### src/rtl/rob_alloc_ctrl.sv
// ROB tag allocator: same-cycle combinational grants/tags, pointer updates next cycle; grants a prefix only when free slots allow.
// Optional stats counters are enabled by defining ROB_ALLOC_STATS_EN.
module rob_alloc_ctrl #(
  parameter int PIPE_WIDTH = 2,
  parameter int ROB_DEPTH  = 32,
  parameter int TAG_WIDTH  = $clog2(ROB_DEPTH)
) (
  input  logic                            clk,
  input  logic                            rst,
  input  logic                            flush,
  input  logic [PIPE_WIDTH-1:0]           alloc_req,
  input  logic                            alloc_take,
  output logic [PIPE_WIDTH-1:0]           alloc_gnt,
  output logic [PIPE_WIDTH*TAG_WIDTH-1:0] alloc_tags,
  input  logic [PIPE_WIDTH-1:0]           commit_valid,
  output logic [TAG_WIDTH-1:0]            head_tag,
  output logic [TAG_WIDTH:0]              rob_count,
  output logic                            rob_full,
  output logic                            rob_empty
`ifdef ROB_ALLOC_STATS_EN
  ,
  output logic [31:0]                     stat_alloc_cnt,
  output logic [31:0]                     stat_full_stall_cnt
`endif
);

  localparam logic [TAG_WIDTH:0] DEPTH_C = (TAG_WIDTH+1)'(ROB_DEPTH);
  localparam logic [TAG_WIDTH:0] ONE_C   = (TAG_WIDTH+1)'(1);
  localparam logic [TAG_WIDTH:0] TWO_C   = (TAG_WIDTH+1)'(2);

  typedef enum logic {RUN, RECOVER} state_t;

  state_t               state;
  logic [TAG_WIDTH-1:0] head, tail, head_next, tail_next, tag0, tag1;
  logic [TAG_WIDTH:0]   count, count_next, free, need1, sum, commit_ext;
  logic [1:0]           gnt_raw, n_alloc, n_commit;

  assign free  = DEPTH_C - count;
  assign need1 = alloc_req[0] ? TWO_C : ONE_C;

  always_comb begin
    gnt_raw = '0;
    if (state == RUN) begin
      gnt_raw[0] = alloc_req[0] && (free >= ONE_C);
      gnt_raw[1] = alloc_req[1] && (free >= need1);
    end
  end

  // A lone lane-1 request gets the tail tag itself.
  assign tag0 = tail;
  assign tag1 = tail + TAG_WIDTH'(alloc_req[0]);

  assign alloc_gnt  = rst ? '0 : gnt_raw;
  assign alloc_tags = rst ? '0 : {tag1, tag0};
  assign head_tag   = head;
  assign rob_count  = count;
  assign rob_full   = (count == DEPTH_C);
  assign rob_empty  = (count == '0);

  assign n_alloc    = (alloc_take && !flush) ? (2'(gnt_raw[0]) + 2'(gnt_raw[1])) : 2'd0;
  assign n_commit   = 2'(commit_valid[0]) + 2'(commit_valid[1]);
  assign commit_ext = (TAG_WIDTH+1)'(n_commit);
  assign head_next  = head + TAG_WIDTH'(n_commit);
  assign tail_next  = tail + TAG_WIDTH'(n_alloc);
  assign sum        = count + (TAG_WIDTH+1)'(n_alloc);
  // Saturate so an illegal over-commit cannot wrap the count.
  assign count_next = (sum < commit_ext) ? '0 : (sum - commit_ext);

  always_ff @(posedge clk or posedge rst) begin
    if (rst) begin
      head  <= '0;
      tail  <= '0;
      count <= '0;
      state <= RUN;
    end else begin
      head <= head_next;
      if (flush) begin
        tail  <= head_next;
        count <= '0;
        state <= RECOVER;
      end else begin
        tail  <= tail_next;
        count <= count_next;
        state <= RUN;
      end
    end
  end

`ifdef ROB_ALLOC_STATS_EN
  always_ff @(posedge clk or posedge rst) begin
    if (rst) begin
      stat_alloc_cnt      <= '0;
      stat_full_stall_cnt <= '0;
    end else begin
      stat_alloc_cnt <= stat_alloc_cnt + 32'(n_alloc);
      if (state == RUN && (|alloc_req) && (gnt_raw != alloc_req))
        stat_full_stall_cnt <= stat_full_stall_cnt + 32'd1;
    end
  end
`endif

  a_no_over_commit: assert property (@(posedge clk) disable iff (rst) commit_ext <= count);

endmodule
### config.mk
export PLATFORM = sky130hd
export DESIGN_NAME = rob_alloc_ctrl
export DESIGN_NICKNAME = d
export VERILOG_FILES = /design/src/rtl/rob_alloc_ctrl.sv
export SDC_FILE = /design/constraint.sdc
export NUM_CORES = 1
export LEC_CHECK = 0
export ABC_AREA = 1
export CAP_MARGIN = 40
export CORE_MARGIN = 4
export CORE_UTILIZATION = 50
export DETAILED_ROUTE_END_ITERATION = 12
export PLACE_DENSITY = 0.79
export RECOVER_POWER = 100
export SYNTH_ARGS = -nofsm -noshare
export SYNTH_HDL_FRONTEND = slang
export SYNTH_SLANG_ARGS = --single-unit
### constraint.sdc
create_clock -name clk -period 4.13 [get_ports clk]
set_input_delay 0.826 -clock clk [delete_from_list [all_inputs] [get_ports clk]]
set_output_delay 0.826 -clock clk [all_outputs]
set_load 0.01 [all_outputs]
==> results of run 1 <==
worst max-delay path, delay by kind of cell:
kind	cells	cell delay, ns
AND/OR/NAND/NOR	9	0.81
AO/OA/AOI/OAI	1	0.12
adder cells (fa/ha/maj)	5	1.69
buffers and inverters	5	0.73
per-layer routing:
metal  share of wire  vias to the layer above  track usage
met5               0                        -            0
met4           0.017                        0      0.06631
met3           0.036                        7      0.02878
met2            0.45                       23       0.2630
met1            0.50                      618       0.2245
li1                -                      711            -
stage by stage:
stage / utilization / setup WS (ns) / power [mW] / hold WS [ns] / cells
floorplan: - / 0.5696 / 0.8564 / 0.5215 / 204
global placement: 0.6617 / -0.02459 / 1.134 / 0.4795 / 268
detailed placement: 0.6617 / -0.08590 / 1.152 / 0.4980 / 268
CTS: 0.6712 / 0.2087 / 1.244 / 0.5112 / 272
global route: 0.6820 / -0.04211 / 1.367 / 0.5170 / 273
finish: 0.6820 / 0.1610 / 1.225 / 0.5079 / 273
cell type report:
cell class,instances,area [um^2]
inverter,40,150.1
multi-input combinational,142,887.1
clock buffer,4,26.28
tap,31,38.79
fill,233,884.6
sequential,17,425.4
timing repair buffer,39,369.1
Yosys cell counts (all sizes together):
master	instances
xor2	7
ha	16
a41oi	1
dfrtp	17
a31oi	1
nand3	16
o21ai	9
and3	1
inv	40
a21oi	6
nor3	3
nand2	49
buf	4
xnor2	1
nor2	24
nand4	4
fa	4
clkbuf	1
flip-flops by register name, indices dropped and copies added, names as in the netlist:
| name | count |
|---|---|
| state | 1 |
| tag0 | 5 |
| rob_count | 6 |
| head_tag | 5 |
path summary, 6_finish.rpt:
kind	start	cells past startpoint	to	slack, ns
min in group asynchronous	rst	3	state	1.45
max reg2reg	rob_count[0]	18	rob_count[4]	0.46
max	alloc_req[0]	20	rob_count[4]	0.16
min	head_tag[4]	1	head_tag[4]	0.51
max in group asynchronous	rst	3	head_tag[4]	2.13
min reg2reg	head_tag[4]	1	head_tag[4]	0.51
power breakdown:
part / leakage [nW] / internal (mW) / switching, mW
Combinational: 0.817 / 0.355 / 0.430
Sequential: 0.210 / 0.244 / 0.108
Clock: 0.0150 / 0.0376 / 0.0500
Total: 1.04 / 0.637 / 0.588
timing repair:
item                                    in CTS  in global routing
endpoints found under the setup margin       0                  6
hold endpoints to repair                     0                  0
resized for setup                            0                  6
buffers inserted                             0                  1
logic make-up (layout without fill, tap and decap cells):
group | count (synthesis) | after routing | synth area share
AND/OR/NAND/NOR | 97 | 97 | 0.2843
buffers and inverters | 45 | 83 | 0.1303
adder cells (fa/ha/maj) | 20 | 20 | 0.1895
AO/OA/AOI/OAI | 17 | 17 | 0.06092
flip-flops | 17 | 17 | 0.2876
XOR/XNOR | 8 | 8 | 0.04738
==> flow_summary.json, run 1 <==
{
  "syn_to_final_growth_pct": 28.26,
  "port_buffers": 32,
  "yosys_warnings": 0,
  "cp-end-kind": "register",
  "routed_wl_um": 3129,
  "die-area_mm2": 0.003892,
  "drv_cap": 0,
  "maxSlewViolCount": 0,
  "max_freq_ghz": 0.2520,
  "dieWidth_um": 62.39,
  "drt_iter0_markers": 56,
  "cp_slowest_cell": "fa_1",
  "synth.top_cell.area_share": 0.2876,
  "synthTopCellsByArea": "dfrtp_1, ha_1, nand2_1",
  "grt_max_degree": 18,
  "clock_sinks": 17,
  "antenna_found_initial": 0,
  "slew_headroom": 0.4085,
  "finalHoldViolCount": 0,
  "critPathRequiredTime_ns": 4.36,
  "leakage_nw": 1.041,
  "place_congestion": 0.7938,
  "dp.final_hpwl_um": 2479,
  "placed_area_mm2": 0.001841,
  "pin_count": 33,
  "htree_levels": 1,
  "core_mm2": 0.002781,
  "cp_common_cell": "inv_1",
  "final_area_mm2": 0.001897,
  "setup_viol": 0,
  "synth_top_area_cell": "dfrtp_1",
  "yosys_register_bits": 17,
  "worst_slew_pin_slew_ns": 0.8872,
  "cts_tree": "yes",
  "track_usage": 0.1662,
  "drive_gt1_frac": 0.08678,
  "cts-root-buf": "clkbuf_4",
  "critPathMaxFanout": 6,
  "cts_buffers": 3,
  "drc": 0,
  "clk_pin_slew_ns": 0.09,
  "final_common_cell": "nand2_1",
  "postCtsHoldBufs": 0,
  "worstSetupPathType": "input pin to register",
  "start_kind": "input pin",
  "grt_pass1_wl_um": 5430,
  "antenna_cells": 0,
  "via_per_inst": 4.978,
  "first_global_vias": 1291,
  "hp-class": "register to register",
  "final_cell_mix": "nand2_1, inv_1, dlygate4sd3_1, nor2_1, dfrtp_1",
  "ant_nets": 0,
  "synth.distinct_cells": 24,
  "fin_setup_tns_ns": 0,
  "insertion_delay_ns": 0.29,
  "syn-instance-count": 204,
  "slowest_delay_ns": 0.58,
  "cts_buffer_depth": 2,
  "wl_per_cell_um": 11.46,
  "seq_area_frac_synth": 0.2876,
  "grt-ovfl-total": 0,
  "die_y_um": 62.39,
  "dr_total_vias": 1359,
  "arrival_ns": 4.20,
  "synth_area_mm2": 0.001479,
  "syn_avg_cell_area_um2": 7.250,
  "nNetsFinal": 271,
  "fin_worst_skew_ns": 0.005324,
  "max-vdd-ir-drop_mv": 0.5450,
  "fin_crit_ns": 3.969,
  "start_util": 0.5317,
  "status": "complete, no violations",
  "core.rowCount": 19,
  "first_pass_iters": 4,
  "period_share": 0.9610,
  "power_density_mw_per_mm2": 645.8,
  "crit_chain": "clkdlybuf4s50_1, inv_1, ha_1, inv_1, nand2_1, a21oi_1, nand4_1, nand2_1, inv_1, ha_1, and3_1, ha_2, fa_1, inv_1, fa_2, nand2_2, nor2_2, nand3_2, nand2_4, nor2_1",
  "syn_nets": 232
}
Note: power is estimated with default switching activity, not from simulation.
==> run 2, diff against run 1 <==
--- a/config.mk
+++ b/config.mk
@@ -12,6 +12,7 @@
 export DETAILED_ROUTE_END_ITERATION = 12
 export PLACE_DENSITY = 0.79
 export RECOVER_POWER = 100
+export SLEW_MARGIN = 20
 export SYNTH_ARGS = -nofsm -noshare
 export SYNTH_HDL_FRONTEND = slang
 export SYNTH_SLANG_ARGS = --single-unit
==> results of run 2 <==
Final layout, timing and power as in run 1 (identical DEF).
==> run 3, diff against run 2 <==
--- a/config.mk
+++ b/config.mk
@@ -12,6 +12,7 @@
 export DETAILED_ROUTE_END_ITERATION = 12
 export PLACE_DENSITY = 0.79
 export RECOVER_POWER = 100
+export SETUP_SLACK_MARGIN = 0.1
 export SLEW_MARGIN = 20
 export SYNTH_ARGS = -nofsm -noshare
 export SYNTH_HDL_FRONTEND = slang
==> run 3 against run 2 <==
Maximum frequency rose by 7.3%. Via count rose by 1.5%. Sequential power barely moved. Global-route usage did not move. Utilization rose by 0.090 points. Combinational power rose by 0.6%. Routed wire length rose by 1.4%. Worst hold slack barely moved. Count of clock-buffer cells in the layout did not move. Die area did not move. Largest power group unchanged. Highest routed layer unchanged.
==> flow_summary.json, run 3 (synthesis results as in run 1) <==
{
  "status": "complete, no violations",
  "track_usage": 0.1662,
  "nNetsFinal": 271,
  "clock_power_share": 0.071,
  "wl_met2_um": 1440,
  "grt_max_degree": 18,
  "grt_pass1_wl_um": 5430,
  "dp.final_hpwl_um": 2479,
  "fin_crit_ns": 3.697,
  "swShare": 0.4827,
  "cts_buffers": 3,
  "die_y_um": 62.39,
  "cp-end-kind": "register",
  "cp_slowest_cell": "fa_1",
  "first_global_vias": 1291,
  "drt_iter0_markers": 65,
  "hp-class": "register to register",
  "r2r_start": "rob_count[0]",
  "cts_buffer_depth": 2,
  "final_common_cell": "nand2_1",
  "largest_register_ffs": 6,
  "worstHoldStart": "head_tag[4]",
  "max-vdd-ir-drop_mv": 0.5515,
  "cts_tree": "yes",
  "clk_pin_slew_ns": 0.09,
  "slew_headroom": 0.4093,
  "cp_top_family": "adder cells",
  "rsz0062_at_grt": "false",
  "wl_per_cell_um": 11.62,
  "whs_endpoint": "head_tag[4]",
  "wl_met3_um": 123,
  "drv_cap": 0,
  "r2r_slack_ns": 0.43,
  "critPathRequiredTime_ns": 4.36,
  "core_mm2": 0.002781,
  "dr_total_vias": 1379,
  "port_buffers": 32,
  "dieWidth_um": 62.39,
  "setup_slack_ns": 0.4326,
  "syn_to_final_growth_pct": 28.43,
  "place_ws_ns": -0.08590,
  "crit_chain": "inv_1, ha_1, ha_1, a21oi_1, nand4_1, nand2_1, inv_1, ha_1, and3_1, ha_2, fa_1, inv_1, fa_1, nand2_1, nor2_2, nand2_1, nand2_1, nor2_2",
  "start_kind": "register",
  "htree_levels": 1,
  "leakage_nw": 1.050,
  "via_per_inst": 5.051,
  "drc": 0,
  "critPathBufInv": 3,
  "worstSetupPathType": "register to register",
  "r2r.worst_path.cells": 18,
  "slowest_delay_ns": 0.57,
  "power_density_mw_per_mm2": 647.7,
  "combPwrFrac": 0.643,
  "seq_power_share": 0.287,
  "finalHoldViolCount": 0,
  "final_cell_mix": "nand2_1, inv_1, dlygate4sd3_1, nor2_1, dfrtp_1",
  "place_congestion": 0.7938,
  "setup_viol": 0,
  "worst_slew_pin_slew_ns": 0.8861,
  "core.rowCount": 19,
  "insertion_delay_ns": 0.29,
  "die-area_mm2": 0.003892,
  "postCtsHoldBufs": 0,
  "dp_cells": 268,
  "ant_nets": 0,
  "start_util": 0.5317,
  "final_cells": 273,
  "hold_depth": 1,
  "antenna_cells": 0,
  "antenna_found_initial": 0,
  "critPathMaxFanout": 4,
  "top_layer_used": "met4",
  "grt-ovfl-total": 0,
  "drive_gt1_frac": 0.09091,
  "r2r_end": "rob_count[4]",
  "arrival_ns": 3.93,
  "p_total_mw": 1.230,
  "pin_count": 33,
  "cp_common_cell": "nand2_1",
  "p_switching_mw": 0.5937,
  "cts-root-buf": "clkbuf_4",
  "fin_worst_skew_ns": 0.003166,
  "first_pass_iters": 4,
  "max_freq_ghz": 0.2705,
  "maxSlewViolCount": 0,
  "period_share": 0.8953,
  "routed_wl_um": 3173,
  "met1Wirelength_um": 1557,
  "clock_sinks": 17,
  "internal-power_mw": 0.6364
}
-- run 3: cell types whose count changed in the layout (fill, tap and decap cells not counted), sizes merged --
| cell | delta |
|---|---|
| clkdlybuf4s50 | -1 |
| dlymetal6s2s | +1 |
-- run 3: how the worst max path moves through the flow --
stage / startpoint / slack [ns] / end / depth (start not counted)
after floorplan: alloc_req[0] / 0.57 / rob_count[1] / 19
after global placement: alloc_req[0] / -0.02 / rob_count[3] / 20
after detailed placement: alloc_req[0] / -0.09 / rob_count[4] / 20
after CTS: alloc_req[0] / 0.21 / rob_count[4] / 20
after global routing: rob_count[0] / 0.17 / rob_count[2] / 18
final: rob_count[0] / 0.43 / rob_count[4] / 18
-- run 3: repair_timing --
action	CTS	global route
setup endpoints to repair	0	6
resized for setup	0	14
setup buffers	0	1
-- run 3: power groups by stage --
stage	sequential, mW	combinational [mW]	clock (mW)
after floorplan	0.337	0.520	0
after global placement	0.355	0.779	0
after detailed placement	0.358	0.794	0
after CTS	0.354	0.799	0.0917
after global routing	0.370	0.908	0.0993
final	0.353	0.790	0.0869
-- run 3: per-layer routing --
metal  GRT usage  up-vias
met5           0        -
met4     0.06631        0
met3     0.02878        7
met2      0.2630       33
met1      0.2245      627
li1            -      712
-- run 3: cell type report --
cell class | count | area [um^2]
Multi-Input combinational cell | 142 | 887.1
Fill cell | 235 | 882.1
Sequential cell | 17 | 425.4
Timing Repair Buffer | 39 | 371.6
Inverter | 40 | 150.1
Tap cell | 31 | 38.79
Clock buffer | 4 | 26.28
-- run 3: through the flow --
step / area, um^2 / utilization / setup TNS, ns / hold WS, ns
6_report: 1899 / 0.6829 / 0 / 0.5079
3_3_place_gp: 1841 / 0.6617 / -0.09689 / 0.4795
2_1_floorplan: 1479 / - / 0 / 0.5215
5_1_grt: 1899 / 0.6829 / 0 / 0.5170
4_1_cts: 1867 / 0.6712 / 0 / 0.5112
3_5_place_dp: 1841 / 0.6617 / -0.4567 / 0.4980
==> patch (flow settings as in run 2) <==
Build with the macro `ROB_ALLOC_STATS_EN` defined.
--- a/src/rtl/rob_alloc_ctrl.sv
+++ b/src/rtl/rob_alloc_ctrl.sv
@@ -1,4 +1,6 @@
 // ROB tag allocator: same-cycle combinational grants/tags, pointer updates next cycle; grants a prefix only when free slots allow.
 // Optional stats counters are enabled by defining ROB_ALLOC_STATS_EN.
+`define ROB_ALLOC_STATS_EN
+
 module rob_alloc_ctrl #(
   parameter int PIPE_WIDTH = 2,
Formal check against the unedited RTL (old outputs only; new: stat_alloc_cnt and stat_full_stall_cnt): equivalent (Yosys induction, for registers that start in step).
==> patch against run 2 <==
Core utilization fell by 5.7 points; count of clock-buffer cells in the layout grew 7; power up 120%; synthesized area rose to 3.5 times the old value; setup slack better by 110 ps; clock power increased to 6.9 times the old value; sequential cell count grew 64; routed wire length grew to 4.2 times the old value; largest cell class unchanged; critical endpoint is now rob_count[5]; synthesized cell count grew to 3.3 times the old value; cell area grew to 3.4 times the old value; die area grew to 3.1 times the old value.
==> patch: results (changes against run 2) <==
outcome=completed; wl on met1=5.52 mm (+250%); met3 routed WL=853 µm (+650%); Max IR drop VDD=0.304 mV (-44%); P_clk=0.606 mW (+590%); CP peak stage delay=470 ps (-110 ps); via count=4794 (+250%); Max transition margin=13.9% (-27 points); synth top area cells=dfrtp_1 (39%), nand2_1 (15%), xor2_1 (6.0%); Wirelength per Cell=14.4 µm (+26%); post-layout net count=810 (+200%); Final GP Congestion=0.944 (+19%); syn_nets=707 (+200%); Setup WS pre-CTS=-84.3 ps (+1.60 ps); FF-to-FF setup slack=520 ps (+60 ps); worst r2r src=rob_count[1]; Root Driver=clkbuf_8; Port Buffer Count=96 (+200%); first-pass GRT wire length=22.1 mm (+310%); Pre-antenna DRT Iters=5 (+1); sequential area share after synthesis=38.7% (+9.9 points); Starting DRT DRC Count=221 (+290%); M1 GR Usage=28.4% (+6.0 points); crit path DAT=4140 ps (-60 ps); GRT Resource Usage Total=22.9% (+6.3 points); Combinational Power=0.982 mW (+25%); vias in the first global route=4747 (+270%); area of the multi-input gates=2700 µm² (+200%); met3 Use GR=3.90% (+1.0 points); crit path max-delay cell type=clkdlybuf4s50_1; Worst-Skew Late Latency=350 ps (+60 ps); layout cells sized above 1=4.84% (-3.8 points); P per Cell Area=412 nW/µm² (-36%); largest net degree at the start of global routing=59 (+41); final setup skew=13.9 ps (+8.58 ps); Detail Placement HPWL=10.2 mm (+310%); Finished Layout Cells=921 (+240%); Syn Inst Count=678 (+230%); # fillers=950 (+310%); Internal=1.64 mW (+160%); Area after DPL=6380 µm² (+250%); leak pwr=3.32 nW (+220%); met2 Use GR=39.6% (+13 points); htree depth=3 (+2); Post-synth top cells=nand2_1 (203), dfrtp_1 (81), inv_1 (81); RR Endpoint=rob_count[5]
patch: area by class of cell:
class	count	area share (%)
Multi-Input combinational cell	502	42.0
Clock inverter	4	0.799
Tap cell	136	2.65
Inverter	84	4.97
Clock buffer	11	2.36
Timing Repair Buffer	103	15.7
Sequential cell	81	31.6
patch: worst min path at each step:
stage	from	to	slack, ps	cells after the start
6_report	stat_alloc_cnt[16]	stat_alloc_cnt[16]	500	1
5_1_grt	stat_alloc_cnt[16]	stat_alloc_cnt[16]	510	1
4_1_cts	stat_alloc_cnt[16]	stat_alloc_cnt[16]	510	1
3_5_place_dp	stat_alloc_cnt[16]	stat_alloc_cnt[16]	490	1
3_3_place_gp	stat_alloc_cnt[0]	stat_alloc_cnt[0]	490	1
2_1_floorplan	tag0[4]	tag0[4]	510	2
patch: logic make-up after synthesis:
group | synth area share, %
AOI/OAI and AO/OA | 2.22
and+or+nand+nor | 35.8
adders and majority gates | 5.30
DFF | 38.7
xor gates and xnor gates | 10.7
buffers and inverters | 7.35
